===== config.mk =====
export PLATFORM = sky130hd
export DESIGN_NAME = shift_acc
export DESIGN_NICKNAME = d
export VERILOG_FILES = /design/src/rtl/shift_acc.sv
export SDC_FILE = /design/constraint.sdc
export NUM_CORES = 1
export LEC_CHECK = 0
export CORE_MARGIN = 3
export CORE_UTILIZATION = 40
export DETAILED_ROUTE_END_ITERATION = 12
export GPL_TIMING_DRIVEN = 0
export SLEW_MARGIN = 15
export SYNTH_ARGS = -nofsm -noshare
export SYNTH_HDL_FRONTEND = slang
export SYNTH_SLANG_ARGS = --single-unit

===== constraint.sdc =====
create_clock -name clk -period 5.4 [get_ports clk]
set_input_delay 1.08 -clock clk [delete_from_list [all_inputs] [get_ports clk]]
set_output_delay 1.08 -clock clk [all_outputs]
set_load 0.02 [all_outputs]

===== src/rtl/shift_acc.sv =====
// Bit-serial shift-accumulator: folds per-bit partial sums into a signed
// ACC_W result per lane, with a one-deep output holding register.

module shift_acc_lane #(
  parameter int PSUM_W = 10,
  parameter int ACC_W  = PSUM_W + 24
) (
  input  logic              clk,
  input  logic              rstn,
  input  logic              load,
  input  logic              add,
  input  logic              sub,
  input  logic              clear,
  input  logic [5:0]        sel,
  input  logic [PSUM_W-1:0] psum,
  output logic [ACC_W-1:0]  fin
);
  logic signed [ACC_W-1:0] acc, ext, term;

  assign ext  = {{(ACC_W-PSUM_W){psum[PSUM_W-1]}}, psum};
  assign term = ext <<< sel;
  // The top bit of a two's-complement operand carries negative weight.
  assign fin  = sub ? acc - term : acc + term;

  always_ff @(posedge clk or negedge rstn) begin
    if (!rstn)      acc <= '0;
    else if (clear) acc <= '0;
    else if (load)  acc <= ext;
    else if (add)   acc <= fin;
  end
endmodule

module shift_acc #(
  parameter  int LANES  = 4,
  parameter  int PSUM_W = 10,
  localparam int ACC_W  = PSUM_W + 24
) (
  input  logic                    clk,
  input  logic                    rstn,
  input  logic [5:0]              sel,
  input  logic                    inwidth,
  input  logic                    sgn,
  input  logic [LANES*PSUM_W-1:0] psum,
  input  logic                    psum_vld,
  output logic [LANES*ACC_W-1:0]  res,
  output logic                    res_vld,
  input  logic                    res_rdy,
  output logic                    err,
  output logic                    ovf,
  input  logic                    clr_err,
  output logic                    busy
);
  typedef enum logic {IDLE, ACC} state_t;

  state_t state, state_nxt;
  logic [5:0] expct, last_idx;
  logic       n24, sgn_l;
  logic       load, add, last, seq_err, clear, sub, drop;
  logic [LANES-1:0][ACC_W-1:0] fin, res_q;

  assign last_idx = n24 ? 6'd23 : 6'd11;
  assign busy     = (state == ACC);
  assign clear    = seq_err && (state == ACC);
  assign sub      = last && sgn_l;
  assign drop     = last && res_vld && !res_rdy;
  assign res      = res_q;

  always_ff @(posedge clk or negedge rstn) begin
    if (!rstn) state <= IDLE;
    else       state <= state_nxt;
  end

  // Since expct never exceeds N-1 in ACC, any sel >= N is a mismatch.
  always_comb begin
    state_nxt = state;
    load      = 1'b0;
    add       = 1'b0;
    last      = 1'b0;
    seq_err   = 1'b0;
    if (psum_vld) begin
      case (state)
        IDLE: begin
          if (sel == 6'd0) begin
            load      = 1'b1;
            state_nxt = ACC;
          end else begin
            seq_err = 1'b1;
          end
        end
        ACC: begin
          if (sel == expct) begin
            add = 1'b1;
            if (sel == last_idx) begin
              last      = 1'b1;
              state_nxt = IDLE;
            end
          end else begin
            seq_err   = 1'b1;
            state_nxt = IDLE;
          end
        end
        default: state_nxt = IDLE;
      endcase
    end
  end

  always_ff @(posedge clk or negedge rstn) begin
    if (!rstn) begin
      expct <= '0;
      n24   <= 1'b0;
      sgn_l <= 1'b0;
    end else if (load) begin
      expct <= 6'd1;
      n24   <= inwidth;
      sgn_l <= sgn;
    end else if (add) begin
      expct <= expct + 6'd1;
    end
  end

  // A completion that meets a pending, unaccepted result is dropped.
  always_ff @(posedge clk or negedge rstn) begin
    if (!rstn) begin
      res_q   <= '0;
      res_vld <= 1'b0;
    end else if (last && !drop) begin
      res_q   <= fin;
      res_vld <= 1'b1;
    end else if (res_vld && res_rdy) begin
      res_vld <= 1'b0;
    end
  end

  always_ff @(posedge clk or negedge rstn) begin
    if (!rstn) begin
      err <= 1'b0;
      ovf <= 1'b0;
    end else begin
      err <= seq_err || (err && !clr_err);
      ovf <= drop    || (ovf && !clr_err);
    end
  end

  genvar k;
  generate
    for (k = 0; k < LANES; k++) begin : g_lane
      shift_acc_lane #(.PSUM_W(PSUM_W), .ACC_W(ACC_W)) u_lane (
        .clk   (clk),
        .rstn  (rstn),
        .load  (load),
        .add   (add),
        .sub   (sub),
        .clear (clear),
        .sel   (sel),
        .psum  (psum[k*PSUM_W +: PSUM_W]),
        .fin   (fin[k])
      );
    end
  endgenerate
endmodule

Yosys cells after proc, flatten, opt, wreduce, memory -nomap -nowiden:

Index checks and enable logic that the tools add are counted.

* logic and storage cells: 86
* input port bits: 53
* register bits after elaboration: 284
* output and inout bits: 140

* shift-type cells: 4
* reductions and logical operators: 17
* eq/ne operators: 2
* mux-type cells: 38
* bitwise operators: 1
* add/subtract/negate cells: 9

Operators by type and width (count)
* $mux 34: 16
* $add 34x34->34: 4
* $sshl 10x6->34: 4
* $sub 34x34->34: 4
* $mux 1: 17
* $mux 6: 2
* $logic_and 1x1->1: 8
* $add 6x1->6 const B: 1
* $eq 6x5->1: 1
* $eq 6x6->1: 1
* $logic_not 6->1: 1
* $mux 5: 1
* $pmux 1 s2: 2
* $reduce_bool 2->1: 2
* $logic_not 1->1: 3
* $reduce_bool 3->1: 1
* $logic_or 1x1->1: 2
* $not 1->1: 1

Logic depth before layout (Yosys ltp):

Gate-level depths: netlist of the first run.

* depth in word-level cells: 11
* mapped depth: 27
* gate-level depth less buffers: 22

By module:

A second synthesis of the first run with hierarchy kept.

* cell total of the unflattened synthesis: 3088
* area, all modules: 26319.0 um^2

Modules (own cells, without submodules)
* shift_acc_lane (g_lane[0].u_lane ...): area an instance 5178.7 um^2, seq. area each 850.8 um^2, times used 2, cells each 681
* shift_acc_lane (g_lane[2].u_lane ...): area an instance 5073.6 um^2, seq. area each 850.8 um^2, times used 2, cells each 680
* shift_acc: area an instance 5814.3 um^2, seq. area each 3703.6 um^2, times used 1, cells each 366

Worst setup path before layout of the first run:

No wires, ideal clock.

* path kind: input to register
* start: input sel[3]
* end: register g_lane[1].u_lane.acc[32]
* setup time: 0.134 ns
* buffers on the path: 6
* data required time: 5.266 ns
* path slack: -0.962 ns
* arrival time: 6.228 ns
* stages on the path: 25
* path through: buf_2 > or4_1 > clkbuf_1 > nor2_1 > o21ai_1 > a21o_1 > clkbuf_1 > nor3_1 > and2_1 > clkbuf_1 > buf_2 > buf_2 > nor2_1 > xnor2_1 > ha_1 > nor2b_1 > o31ai_1 > a21oi_1 > o211ai_1 > a41oi_1 > a311oi_1 > nor4_1 > a2111oi_0 > xor2_1 > o21ai_0

* cells in the longest elaborated chain, start to end: 10
* elaborated cells on any way between the ends: 27

Ends and longest elaborated chain
* start, declared: line 40 `input logic [5:0] sel,`
* branches (longest 10 deep; another with $add 34x34->34)
* end signal, assigned: line 28 `else if (load) acc <= ext;`
* end signal, assigned: line 29 `else if (add) acc <= fin;`
* end, declared: line 18 `logic signed [ACC_W-1:0] acc, ext, term;`

Several ways; the timed one is not identified. The select of a mux whose other input is x is not followed.
A chain may end at the register's enable or synchronous reset.

Worst setup path after layout of the first run:

* start: input sel[1]
* end: register res_q (netlist bit res[101])

* cells in the longest elaborated chain, start to end: 9
* elaborated cells on any way between the ends: 15

Ends and longest elaborated chain
* branches (longest 9 deep; another with $add 34x34->34)
* end signal, assigned: line 127 `res_q <= fin;`
* end, declared: line 59 `logic [LANES-1:0][ACC_W-1:0] fin, res_q;`

Several ways; the timed one is not identified.

==> results by group, run 1 <==
Setup path
  – Crit-path max cell delay: 390 ps
  – CP top delay family: compound AO/OA/AOI/OAI gates
  – Critical path origin: sel[1]
  – Reg2reg start: busy
  – CP max stage cell: or3_4
  – R2r worst-path depth: 24
  – Top cell by count, worst path: a21o_1
  – Worst Setup EP: res[101]
  – Worst R2R Setup Slack: 250 ps
  – CP bufs+invs: 6
  – Critical path depth: 26
  – Startpoint Class: input pin
  – Crit end category: register
  – Required time worst endpoint: 5810 ps
  – Worst-path fanout max: 6
  – Critical R2R Capture: g_lane[1].u_lane.acc[29]
  – Kind of critical path: in2reg
  – Critical Path AT: 6090 ps

Global routing
  – First-pass GRT wire length: 191000 µm
  – Pin count of the biggest net entering global routing: 84
  – M1 GR Usage: 0.489
  – Global route overflow: 0
  – Gr busiest metal: met2
  – Initial antenna violation count: 8
  – M2 GR Usage: 0.564
  – Gr usage total: 0.382
  – Met3 Use GR: 0.118
  – Number of global-route vias before repair: 27916

Synthesis
  – Cells after synthesis: 3276
  – Synthesized net count: 3470
  – Yosys warnings: 0
  – Mapped Area: 26100 µm²
  – Netlist cell types: 109
  – Syn_area_per_cell: 7.96 µm²
  – Seq/Total Area, Yosys: 0.272
  – Number of synthesized flops with an enable pin: 0
  – Prevailing post-synth register cell: dfrtp_1
  – Synth Register Bits: 284
  – Synth async-reset ratio: 1.00

Place
  – Detail Placement HPWL: 95600 µm
  – Inst Count DP: 4311
  – Port buffer count: 183
  – Worst slack at placement: -3610 ps
  – Routability Congestion: 1.07
  – Placed cell area: 29600 µm²

Power
  – Clock share of power: 0.173
  – Logic gate share of total power: 0.621
  – Max IR drop VDD: 286 µV
  – Leakage: 16.3 nW
  – Switch share: 0.439
  – Cell Pwr Density: 395 nW/µm²
  – Power after layout: 14.4 mW
  – Switching power of the nets: 6.33 mW
  – Seq pwr share: 0.207
  – Int Power: 8.09 mW

Cells and area
  – Final core utilization: 0.573
  – Sequential cell area: 7110 µm²
  – Total Nets Final: 3969
  – Post-Layout Cell Count: 4652
  – Layout area overhead: 40.1%
  – Multi-input logic area: 20800 µm²
  – Finished Cell Area: 36500 µm²
  – Fill cells: 5836
  – Layout cells sized above 1: 0.270

Routing
  – Mean number of vias per cell: 6.31
  – Antenna viol nets, final: 0
  – Detailed Route WL: 136000 µm
  – Vias: 29377
  – DRT iter0 DRCs: 3249
  – # DRC: 0
  – Wire per inst: 29.3 µm
  – Initial DRT Pass Iterations: 8

Timing
  – Finish-stage setup viols: 77
  – Hold_ws: 441 ps
  – Worst-margin pin slew: 1310 ps
  – Post-route clock period utilization: 1.05
  – Slew Limit Fails: 0
  – Setup tns final: -8790 ps
  – Max Freq: 176 MHz
  – Final hold violation count: 0
  – RSZ-0062 raised after global routing: true
  – Clk_skew: 23.8 ps
  – Setup ws final: -274 ps
  – Slew headroom: 0.130
  – Final min period: 5670 ps

Floorplan
  – Die Area: 68300 µm²
  – Die Ht: 261 µm
  – IO Count: 193
  – Rows: 92
  – Die extent in x: 261 µm
  – Core footprint: 63800 µm²
  – Initial core utilization: 0.409

Run status
  – Violations in the final reports: negative setup slack
  – Outcome: finished with violations

Clocking
  – TritonCTS Sinks: 284
  – CTS max path bufs: 3
  – Worst-path clk slew: 60 ps
  – Worst skew pair latency: 580 ps
  – Post-CTS Hold Fix Bufs: 0
  – Root buffer cell: clkbuf_16
  – Htree depth: 2
  – CTS tree: yes
  – Total CTS buffers: 36

Worst hold path
  – Hold Path Class: in2async

Run
  – # Max-Cap Violations: 0
[per-layer routing]
layer | up-vias | routed length, µm | share of wire
li1 | 12861 | - | -
met1 | 14303 | 54500 | 0.40
met2 | 1725 | 56800 | 0.42
met3 | 484 | 14700 | 0.11
met4 | 4 | 10100 | 0.074
met5 | - | 126 | 0.00092
[flip-flops by register name, summed over array words and instances, names as in the netlist]
signal	cells
busy	1
res_vld	1
res	136
ovf	1
g_lane.u_lane.acc	136
err	1
sgn_l	1
n24	1
expct	6
[worst register-to-register path, cell delays in order (launching register included)]
cell and delay, ps:
dfrtp_1 600, nand4_1 130, or4_4 450, a21o_4 260, nor3_4 240, and2_4 200, buf_12 170, buf_16 180
nor2_4 60, xnor2_2 140, ha_1 310, buf_4 140, buf_6 100, buf_6 100, o21a_1 150, o31a_1 130
o22a_2 250, o211a_4 290, o21ai_4 170, nand2b_4 80, buf_4 140, a21o_1 170, a21oi_2 170, xnor2_2 100
a221o_1 290
[layout make-up]
class | instances | area share
multi-input combinational | 2716 | 0.570
clock buffer | 49 | 0.0282
buffer | 194 | 0.0474
antenna | 6 | 0.000411
tap | 846 | 0.0290
timing repair buffer | 475 | 0.119
sequential | 284 | 0.194
clock inverter | 14 | 0.00418
inverter | 68 | 0.00719
[synth_stat cells, drive strengths merged (25+ instances only)]
library cell,n,area share
a31oi,40,0.0096
dfrtp,284,0.27
nor2,225,0.032
a21o,106,0.031
xor2,83,0.028
nand3,66,0.013
ha,137,0.066
buf,69,0.018
inv,68,0.0098
mux2i,80,0.033
a211oi,35,0.011
a21oi,282,0.054
nand2b,39,0.0094
o31ai,29,0.0089
xnor2,134,0.045
nand2,567,0.082
o22ai,25,0.0060
clkbuf,139,0.020
nor3,47,0.010
mux2,52,0.023
nor2b,33,0.0080
o21ai,297,0.057
[logic make-up after synthesis]
logic type / share of synthesized area
buffers and inverters: 0.0479
flip-flops: 0.272
multiplexers: 0.0740
adder cells (fa/ha/maj): 0.0688
XOR/XNOR: 0.0732
AO/OA/AOI/OAI: 0.263
AND/OR/NAND/NOR: 0.201
[power groups by stage]
| stage | Sequential (mW) | Clock [mW] | Combinational [mW] |
|---|---|---|---|
| final | 2.98 | 2.49 | 8.95 |
| after global placement | 2.98 | 0 | 6.88 |
| after detailed placement | 2.98 | 0 | 6.91 |
| after global routing | 3.04 | 2.63 | 9.66 |
| after CTS | 2.97 | 2.54 | 7.89 |
| after floorplan | 3.05 | 0 | 5.03 |
[cells in the final DEF (no fill, tap or decap), types with 21 or more instances in the layout]
cell type	synthesis	final
clkdlybuf4s50_1	0	146
buf_12	2	28
mux4_2	21	21
mux2i_4	3	26
a21oi_2	2	54
nor2b_1	32	24
nand2_1	565	546
nor2_1	225	196
o21ai_2	0	21
nand3_1	66	52
nand4_1	23	23
inv_1	67	65
mux2i_1	72	44
xnor2_2	1	26
a21oi_1	280	218
dfrtp_1	284	284
o21a_1	22	22
buf_8	2	25
buf_6	9	36
a211oi_1	32	23
o21ai_1	8	46
buf_4	13	266
ha_1	137	105
xnor2_1	133	106
clkbuf_16	0	43
nor3_1	43	28
a31oi_1	40	26
mux2_2	48	40
a21o_1	106	104
clkbuf_1	138	88
xor2_1	83	75
nand2b_1	39	34
o21ai_0	289	226
[how the worst min path moves through the flow]
stage                               endpoint  slack [ps]  cells past startpoint
finish                               res[51]         440                      1
global route                         res[51]         480                      1
CTS                                  res[51]         450                      1
detailed placement                   res[64]         460                      2
global placement                     res[30]         450                      2
floorplan           g_lane[0].u_lane.acc[15]         440                      2
[what timing repair did]
action	in CTS	in global routing
pin swaps	166	194
cloned	2	2
setup endpoints to repair	266	166
endpoints found under the hold margin	0	0
gates resized for setup	505	370
setup buffers	161	125
Note: power is estimated with default switching activity, not from simulation.
==> run 2, diff against run 1 <==
Settings changed: SLEW_MARGIN 15 to 20.
==> run 2 against run 1 <==
Net effect:
- the flow still finishes with violations (negative setup slack)
- clock power shrank 6%
- die area is the same
- combinational power grew 3.9%
- register-to-register slack lost 100 ps
- critical path depth shrank 1
- largest cell class unchanged
- global-route usage hardly changed
- worst hold slack got worse by 4.8 ps
- critical path type unchanged
- highest routed layer unchanged
- sequential share of layout area down 0.41 points
- clock-buffer cell count rose by 2
- design area grew 2.1%
==> results by group, run 2 (synthesis gave the netlist of run 1 again) <==
Setup path
  – Worst-path fanout max: 10
  – Top cell by count, worst path: buf_6
  – Startpoint Class: input pin
  – Kind of critical path: in2reg
  – CP max stage cell: o31ai_4
  – Crit-path max cell delay: 350 ps
  – Critical Path AT: 6170 ps
  – Crit end category: register
  – R2r worst-path depth: 24
  – Required time worst endpoint: 5860 ps

Clocking
  – CTS tree: yes
  – Htree depth: 2
  – TritonCTS Sinks: 284
  – Root buffer cell: clkbuf_16
  – Post-CTS Hold Fix Bufs: 0
  – Total CTS buffers: 35
  – CTS max path bufs: 3
  – Worst skew pair latency: 570 ps
  – Worst-path clk slew: 60 ps

Cells and area
  – Total Nets Final: 4037
  – Layout area overhead: 43.1%
  – Most common cell after layout, fill and taps aside: nand2_1
  – Final core utilization: 0.585
  – Most frequent cells in the layout: 546 x nand2_1, 320 x buf_4, 284 x dfrtp_1
  – Layout cells sized above 1: 0.291
  – Fill cells: 5763

Floorplan
  – Core footprint: 63800 µm²
  – Die extent in x: 261 µm
  – IO Count: 193
  – Rows: 92
  – Initial core utilization: 0.409
  – Die Ht: 261 µm
  – Die Area: 68300 µm²

Run
  – # Max-Cap Violations: 0

Power
  – Cell Pwr Density: 392 nW/µm²
  – Leakage: 16.7 nW
  – Max IR drop VDD: 247 µV

Run status
  – Violations in the final reports: negative setup slack
  – Outcome: finished with violations

Routing
  – DRT iter0 DRCs: 3076
  – Initial DRT Pass Iterations: 8
  – Wire per inst: 28.9 µm
  – Vias: 29639
  – Mean number of vias per cell: 6.28
  – # DRC: 0
  – Antenna viol nets, final: 0
  – Detailed Route WL: 136000 µm

Global routing
  – Number of global-route vias before repair: 28102
  – Pin count of the biggest net entering global routing: 84
  – Global route overflow: 0
  – Gr usage total: 0.382
  – Initial antenna violation count: 8
  – First-pass GRT wire length: 191000 µm

Timing
  – Slew headroom: 0.162
  – RSZ-0062 raised after global routing: true
  – Worst-margin pin slew: 1260 ps
  – Hold_ws: 437 ps
  – Slew Limit Fails: 0
  – Setup ws final: -312 ps
  – Post-route clock period utilization: 1.06
  – Clk_skew: 14.4 ps
  – Max Freq: 175 MHz
  – Final hold violation count: 0
  – Finish-stage setup viols: 66
  – Final min period: 5710 ps

Place
  – Worst slack at placement: -3690 ps
  – Port buffer count: 183
  – Detail Placement HPWL: 96000 µm
  – Routability Congestion: 1.07

Worst hold path
  – Hold Path Class: in2async
## run 2: changes by cell type in the layout (fill, tap and decap cells not counted), moves of 12 or more
cell     previous run  this run
buf_6              36        49
buf_12             28        40
buf_4             266       320
o21ai_0           226       211
buf_8              25        13
o21ai_1            46        67
## run 2: layout make-up
cell class	count	area [µm²]	share of cell area
Multi-Input combinational cell	2716	21000	0.562
Antenna cell	7	17.5	0.000469
Inverter	68	263	0.00704
Buffer	194	1710	0.0457
Sequential cell	284	7110	0.190
Clock inverter	8	67.6	0.00181
Tap cell	846	1060	0.0284
Timing Repair Buffer	544	5090	0.136
Clock buffer	51	1030	0.0275
## run 2: worst paths after layout
check	start	endpoint	slack [ps]
max in group asynchronous	rstn	g_lane[2].u_lane.acc[16]	3700
setup / recovery	sel[2]	g_lane[2].u_lane.acc[26]	-310
setup reg to reg	busy	g_lane[3].u_lane.acc[31]	150
hold reg to reg	res[86]	res[86]	470
hold / removal	rstn	res[51]	440
min in group clk	res[86]	res[86]	470
## run 2: report_power, final
part / total (mW) / switching [mW] / internal, mW / leakage (nW)
combinational: 9.30 / 5.09 / 4.21 / 12.3
sequential: 2.98 / 0.336 / 2.64 / 3.82
clock: 2.34 / 0.981 / 1.36 / 0.540
total: 14.6 / 6.41 / 8.21 / 16.7
## run 2: metrics by stage
step	TNS [ps]	cells	power (mW)	area, µm²
floorplan	-524	3276	8.08	26600
global placement	-3358010	4305	9.86	29500
detailed placement	-574240	4312	9.89	29600
CTS	-12510	4545	13.3	33900
global route	-17280	4711	15.6	37300
finish	-9680	4718	14.6	37300
## run 2: critical path: cells and delay by family
kind	cells	cell delay [ps]
xor gates and xnor gates	1	180
buffers and inverters	8	1500
and+or+nand+nor	5	980
adders and majority gates	1	340
AOI/OAI and AO/OA	10	2040
## run 2: per-layer routing
| metal | GRT usage | vias to the layer above | wire [µm] |
|---|---|---|---|
| met5 | 0 | - | 66 |
| met2 | 0.581 | 1723 | 57300 |
| li1 | - | 12989 | - |
| met1 | 0.494 | 14420 | 54800 |
| met3 | 0.107 | 497 | 14400 |
| met4 | 0.200 | 10 | 9690 |
## run 2: what timing repair did
action	4_1_cts	5_1_grt
gates resized for setup	479	477
pin swaps	179	238
buffers inserted	181	186
endpoints found under the setup margin	266	177
gates cloned	2	4
